## src/rtl/multicycle_main_fsm.sv

```systemverilog
//==============================================================================
// Module      : multicycle_main_fsm
// Description : Main control FSM of the multicycle ARMv4 core. Steps one
//               instruction through fetch, decode and execute over several
//               cycles, sharing one ALU, one memory port and the register file.
// Revision    : 1.0 - initial release
//------------------------------------------------------------------------------
// Ports
//   clk        in   1  clock, rising edge
//   rst_n      in   1  asynchronous active-low reset
//   Op         in   2  Instr[27:26]
//   Funct      in   6  Instr[25:20]; [5]=immediate, [0]=load
//   MemReady   in   1  memory access completes in a cycle where high
//   IRWrite    out  1  load instruction register
//   NextPC     out  1  write PC with PC+4
//   RegW       out  1  register-file write (before condition gating)
//   MemW       out  1  memory write (before condition gating)
//   Branch     out  1  branch PC write (before condition gating)
//   AdrSrc     out  1  0=PC, 1=ALUOut as memory address
//   ALUSrcA    out  1  0=register A, 1=PC
//   ALUSrcB    out  2  00=register B, 01=ExtImm, 10=constant 4
//   ResultSrc  out  2  00=ALUOut, 01=read data, 10=ALU result
//   ALUOp      out  1  1=data-processing decode, 0=force ADD
//   InstrDone  out  1  pulse on the final cycle of each instruction
//   State      out  4  current state code
//==============================================================================
`default_nettype none

module multicycle_main_fsm (
    input  logic       clk,
    input  logic       rst_n,
    input  logic [1:0] Op,
    input  logic [5:0] Funct,
    input  logic       MemReady,
    output logic       IRWrite,
    output logic       NextPC,
    output logic       RegW,
    output logic       MemW,
    output logic       Branch,
    output logic       AdrSrc,
    output logic       ALUSrcA,
    output logic [1:0] ALUSrcB,
    output logic [1:0] ResultSrc,
    output logic       ALUOp,
    output logic       InstrDone,
    output logic [3:0] State
);

    typedef enum logic [3:0] {
        FETCH  = 4'd0,
        DECODE = 4'd1,
        MEMADR = 4'd2,
        MEMRD  = 4'd3,
        MEMWB  = 4'd4,
        MEMWR  = 4'd5,
        EXECR  = 4'd6,
        EXECI  = 4'd7,
        ALUWB  = 4'd8,
        BRANCH = 4'd9
    } state_t;

    state_t state_q;
    state_t state_d;

    // Unconditioned strobes; gated by rst_n below so nothing fires in reset.
    logic ir_write_raw;
    logic next_pc_raw;
    logic reg_w_raw;
    logic mem_w_raw;
    logic branch_raw;
    logic done_raw;

    // Only the I and L bits of Funct steer this FSM.
    logic unused_funct;
    assign unused_funct = ^Funct[4:1];

    always_ff @(posedge clk or negedge rst_n) begin
        if (!rst_n) begin
            state_q <= FETCH;
        end else begin
            state_q <= state_d;
        end
    end

    always_comb begin
        state_d      = FETCH;
        ir_write_raw = 1'b0;
        next_pc_raw  = 1'b0;
        reg_w_raw    = 1'b0;
        mem_w_raw    = 1'b0;
        branch_raw   = 1'b0;
        done_raw     = 1'b0;
        AdrSrc       = 1'b0;
        ALUSrcA      = 1'b0;
        ALUSrcB      = 2'b00;
        ResultSrc    = 2'b00;
        ALUOp        = 1'b0;

        case (state_q)
            FETCH: begin
                ALUSrcA      = 1'b1;
                ALUSrcB      = 2'b10;
                ResultSrc    = 2'b10;
                ir_write_raw = MemReady;
                next_pc_raw  = MemReady;
                state_d      = MemReady ? DECODE : FETCH;
            end
            DECODE: begin
                // ALU forms PC+8 for the register-file R15 read.
                ALUSrcA   = 1'b1;
                ALUSrcB   = 2'b10;
                ResultSrc = 2'b10;
                case (Op)
                    2'b00:   state_d = Funct[5] ? EXECI : EXECR;
                    2'b01:   state_d = MEMADR;
                    2'b10:   state_d = BRANCH;
                    default: begin
                        // Undefined class retires as a NOP right here.
                        state_d  = FETCH;
                        done_raw = 1'b1;
                    end
                endcase
            end
            MEMADR: begin
                ALUSrcB = 2'b01;
                state_d = Funct[0] ? MEMRD : MEMWR;
            end
            MEMRD: begin
                AdrSrc  = 1'b1;
                state_d = MemReady ? MEMWB : MEMRD;
            end
            MEMWB: begin
                ResultSrc = 2'b01;
                reg_w_raw = 1'b1;
                done_raw  = 1'b1;
                state_d   = FETCH;
            end
            MEMWR: begin
                // Write request stays up for the whole memory wait.
                AdrSrc    = 1'b1;
                mem_w_raw = 1'b1;
                done_raw  = MemReady;
                state_d   = MemReady ? FETCH : MEMWR;
            end
            EXECR: begin
                ALUOp   = 1'b1;
                state_d = ALUWB;
            end
            EXECI: begin
                ALUSrcB = 2'b01;
                ALUOp   = 1'b1;
                state_d = ALUWB;
            end
            ALUWB: begin
                reg_w_raw = 1'b1;
                done_raw  = 1'b1;
                state_d   = FETCH;
            end
            BRANCH: begin
                ALUSrcB    = 2'b01;
                ResultSrc  = 2'b10;
                branch_raw = 1'b1;
                done_raw   = 1'b1;
                state_d    = FETCH;
            end
            default: begin
                // Illegal codes 10..15: all outputs stay 0, recover to FETCH.
                state_d = FETCH;
            end
        endcase
    end

    assign IRWrite   = rst_n & ir_write_raw;
    assign NextPC    = rst_n & next_pc_raw;
    assign RegW      = rst_n & reg_w_raw;
    assign MemW      = rst_n & mem_w_raw;
    assign Branch    = rst_n & branch_raw;
    assign InstrDone = rst_n & done_raw;
    assign State     = state_q;

endmodule

`default_nettype wire

```

## config.mk

```make
export PLATFORM = sky130hd
export DESIGN_NAME = multicycle_main_fsm
export DESIGN_NICKNAME = d
export VERILOG_FILES = /design/src/rtl/multicycle_main_fsm.sv
export SDC_FILE = /design/constraint.sdc
export NUM_CORES = 1
export LEC_CHECK = 0
export BUFFER_PORTS_ARGS = -buffer_cell sky130_fd_sc_hd__buf_2
export CAP_MARGIN = 20
export CORE_AREA = 4 4 41 43
export CTS_BUF_LIST = sky130_fd_sc_hd__clkbuf_16
export DETAILED_ROUTE_END_ITERATION = 8
export DIE_AREA = 0 0 45 47
export PLACE_DENSITY_LB_ADDON = 0.08
export SYNTH_ARGS = -nofsm -noshare
export SYNTH_HDL_FRONTEND = slang
export SYNTH_SLANG_ARGS = --single-unit
```

## constraint.sdc

```tcl
create_clock -name clk -period 1.64 [get_ports clk]
set_input_delay 0.082 -clock clk [delete_from_list [all_inputs] [get_ports clk]]
set_output_delay 0.082 -clock clk [all_outputs]
set_load 0.005 [all_outputs]
```

# Yosys cells after proc, flatten, opt, wreduce, memory -nomap -nowiden

Cells that the tools add are included.
W data, S select, Z words.

Reductions and logical operators: 10
Bitwise operators: 5
Muxes and demuxes: 18
Equality and inequality tests: 11

Operators by type and width:

| cell                 | count |
|---|---|
| $pmux W4 S6          | 1 |
| $eq A4 B3 Y1 const B | 4 |
| $pmux W4 S3          | 1 |
| $reduce_or A3 Y1     | 4 |
| $mux W1              | 10 |
| $mux W3              | 3 |
| $eq A4 B2 Y1 const B | 2 |
| $eq A4 B4 Y1 const B | 2 |
| $pmux W2 S2          | 2 |
| $reduce_or A2 Y1     | 4 |
| $and A1 B1 Y1        | 5 |
| $eq A4 B1 Y1 const B | 1 |
| $logic_not A4 Y1     | 1 |
| $pmux W1 S3          | 1 |
| $eq A2 B1 Y1 const B | 1 |
| $eq A2 B2 Y1 const B | 1 |
| $logic_not A2 Y1     | 1 |

Word-level logic and storage cells: 45
Bits of input ports: 11
Bits in registers: 4
Output and inout bits: 17

# Logic depth before layout (Yosys ltp)

Depth in word-level cells: 5
Depth in mapped cells: 5
Gate-level depth less buffers: 3

# Least setup slack after synthesis

Ideal clock, no wire load.

Path kind: register -> register
Start: reg state_q[3], in the netlist State[3]
End: reg state_q[2], in the netlist State[2]
Buffers on the path: 1
Cell stages (with the launch flop): 5
Required time: 1.558 ns
Library setup time: 0.082 ns
Period minus slack after synthesis: 1.356 ns
Data arrival time: 1.274 ns
Path slack: 0.284 ns
Cell sequence: dfrtp_1 buf_6 or2_4 or3_4 o22ai_1

Cells in the longest elaborated chain, start to end: 3
Elaborated cells between the ends (all ways): 9
Classes of those cells: 6 x eq/ne; 1 x mux; 2 x reduce/logical

Ends and longest elaborated chain:

| what                       | RTL line | RTL |
|---|---|---|
| start, declared            | 62       | `state_t state_q;` |
| start signal, assigned     | 81       | `state_q <= state_d;` |
| $eq A4 B3 Y1               | 99       | `case (state_q)` |
| $reduce_or A2 Y1 (no line) | n/a      |  |
| $pmux W4 S6 (*)            | 99       |  |
| named net state_d[2]       | 63       | `state_t state_d;` |

Mark *: on every way through the listed nets, which the timed path passes. The rest lies on a longest branch.

# Worst setup path in the final report

Start: reg state_q[2], in the netlist State[2]
End: out InstrDone

Cells in the longest elaborated chain, start to end: 4
Elaborated cells between the ends (all ways): 8
Classes of those cells: 5 x eq/ne; 1 x mux; 1 x bitwise; 1 x reduce/logical

Ends and longest elaborated chain:

| what                                                | RTL line | RTL |
|---|---|---|
| $eq A4 B4 Y1 / $eq A4 B3 Y1 (equally long branches) | 99       |  |
| $reduce_or A3 Y1 (no line)                          | n/a      |  |
| $pmux W1 S3 (*)                                     | 99       |  |
| $and A1 B1 Y1 (*)                                   | 178      | `assign InstrDone = rst_n & done_raw;` |
| end, declared                                       | 45       | `output logic InstrDone,` |

Every way passes the cells marked *; elsewhere a longest branch is shown, timed or not.

==> flow_summary.toml <==
[run_status]
outcome = "completed"

[critical_path]
reg2reg_depth = 3
critical-path-max-stage-delay_ns = 0.44
crit_arrival_ns = 1.47
timing.rr.start = "State[1]$_DFF_PN0_"
cp-end-kind = "primary output"
cp.depth = 5
path_buf_inv = 2
rr_endpoint = "State[2]$_DFF_PN0_"
crit_path_start = "State[2]$_DFF_PN0_"
critPathKind = "flop to primary output"
path_max_fanout = 8
r2r_setup_slack_ns = 0.27
crit_path_start_kind = "flop"
slowest_stage = "dfrtp_2"
required_ns = 1.56
worstPathCellList = "buf_6, or2b_1, o21a_1, o22ai_1, buf_2"
critPathCapture = "InstrDone"
critical_path.top_delay_family = "flip-flops"

[synth]
yosysSeqAreaShare = 0.242
syn_area_sq_um = 413
yosys-top-cells-area = "dfrtp_1 24%, nor2_1 7.3%, nand2b_1 6.1%"
yosysWarnings = 0
yosys.area.top_type = "dfrtp_1"
syn_area_per_cell_sq_um = 7.37
synth_top_area_share = 0.242
yosysUniqueCellTypes = 25
syn_inst = 56
syn-num-nets = 67
synth_seq_cells = 4

[cells_and_area]
drive_above_1_share = 0.444
area_delta_synth_final_pct = 52.7
antennaDiodeCount = 0
fill_cells = 144
largest_reg_flops = 4
nNetsFinal = 94

[pwr]
p_int_mw = 0.817
max-vdd-ir-drop_uv = 1110
fin_total_pwr_mw = 1.33
powerDensity_nw_per_um2 = 2110
swShare = 0.387
p_comb_frac = 0.519
p_leak_nw = 0.311
pwr-share-seq = 0.195
switchingPower_mw = 0.516
clkPwrFrac = 0.286

[cts]
cts.root.buffer_cell = "clkbuf_16"
cts_tree = "built"
h-tree-depth = 1
clkTransAtPathRegs_ns = 0.03
post_cts_buffers = 0
insertion_delay_ns = 0.23
cts_made_buffers = 3
clockBufferDepth = 2
cts_sinks = 4

[floorplan]
core-area_sq_um = 1300
die_h_um = 47
rows = 13
dieWidth_um = 45
initial_core_util = 0.317
ioPinCount = 28
dieArea_sq_um = 2120

[sta]
setup_ws_ns = 0.0876
setup_viol = 0
finClkSkew_ns = 0.00366
tns_ns = 0
tightest_slew_ns = 0.433
final.period_utilization = 0.947
slew_violations = 0
hold_viol_final = 0
maxSlewHeadroom = 0.711
rsz0062_at_grt = "no"
min_period_ns = 1.55
fmax_mhz = 644

[grt]
track_usage = 0.140
grt_pass1_vias = 431
grt_pass1_wl_um = 2030
grt.overflow.total = 0
grt_max_degree = 14
antenna_found_initial = 0

[placed_design]
dp_slack_ns = 0.277
port_buffers = 23
hpwl_um = 945
place.gp.congestion = 0.774

[worst_hold_path]
hold_path.class = "input pin to flop"

[run]
maxCapViolCount = 0

[routing]
drc = 0
wire_per_inst_um = 13.3
ant_nets = 0
drt_iter0_markers = 9
drt-vias-per-instance = 4.99
drt_wl_total_um = 1280
route.vias.total = 479
firstDrtPassIters = 4
cells in the final DEF (no fill, tap or decap):
master,n
nor2b_2,1
o21a_1,1
nand3_1,3
inv_1,3
a211oi_1,3
or2b_1,1
nand2_1,2
a32oi_1,1
a21oi_1,2
o211ai_1,1
nor3_1,3
xor2_1,1
dfrtp_1,1
or2_4,1
o22ai_1,3
o32ai_1,2
buf_2,23
dlygate4sd3_1,1
inv_2,1
nor2b_1,2
dfrtp_2,3
nand2b_1,4
xnor2_1,1
buf_6,1
nor2_1,8
buf_4,2
or3_4,1
o21ai_0,1
clkbuf_16,3
and4b_1,1
final cells by class:
class                      count  area [sq um]  share of cell area
tap                           15          18.8              0.0298
inverter                       4          15.0              0.0238
multi-input combinational     43           267               0.423
sequential                     4           104               0.165
clock buffer                   3          75.1               0.119
timing repair buffer          27           151               0.240
cell usage after synthesis (all sizes together):
library cell  instances
or2                   1
nor2b                 3
o21a                  1
nand3                 3
nor3                  3
xnor2                 1
or2b                  1
dfrtp                 4
buf                   5
o32ai                 2
o22ai                 3
a211oi                3
o21ai                 1
nor2                  8
and4b                 1
inv                   4
nand2b                4
xor2                  1
a21oi                 2
o211ai                1
nand2                 2
or3                   1
a32oi                 1
power groups by stage:
stage          clock, mW  sequential (mW)  combinational, mW
2_1_floorplan          0            0.177              0.494
3_3_place_gp           0            0.246              0.682
3_5_place_dp           0            0.246              0.684
4_1_cts            0.391            0.244              0.688
5_1_grt            0.401            0.271              0.774
6_report           0.381            0.259              0.693
metrics by stage:
step,instances,cell area (sq um),util,hold slack (ns)
2_1_floorplan,56,413,-,-0.214
3_3_place_gp,92,536,0.412,-0.0900
3_5_place_dp,92,536,0.412,-0.0899
4_1_cts,96,621,0.477,0.100
5_1_grt,96,631,0.485,0.121
6_report,96,631,0.485,0.105
how the worst min path moves through the flow:
stage | startpoint | to | depth (start not counted)
after floorplan | rst_n | State[0]$_DFF_PN0_ | 0
after global placement | rst_n | State[0]$_DFF_PN0_ | 1
after CTS | Op[1] | State[2]$_DFF_PN0_ | 2
after detailed placement | rst_n | State[0]$_DFF_PN0_ | 1
after global routing | Op[1] | State[2]$_DFF_PN0_ | 2
final | Op[1] | State[2]$_DFF_PN0_ | 2
cell families after synthesis:
family                    after synthesis  synth area share
AOI/OAI and AO/OA                      14             0.236
DFF                                     4             0.242
xor gates and xnor gates                2            0.0424
and+or+nand+nor                        27             0.361
buffers and inverters                   9             0.118
per-layer routing:
layer	vias up	global-route usage	routed length, um
met5	-	0	0
met4	0	0.0877	12
met3	2	0.0460	107
met2	23	0.203	557
met1	206	0.178	603
li1	248	-	-
worst register-to-register path, delay by kind of cell (launching register included):
family	cells	cell delay [ns]
compound gates	1	0.16
flops	1	0.52
simple gates	2	0.60
what timing repair did:
item | 4_1_cts | 5_1_grt
endpoints found under the setup margin | 0 | 3
endpoints found under the hold margin | 4 | 0
resized for setup | 0 | 6
hold buffers | 1 | 0
Power figures use the tool's default switching activity.
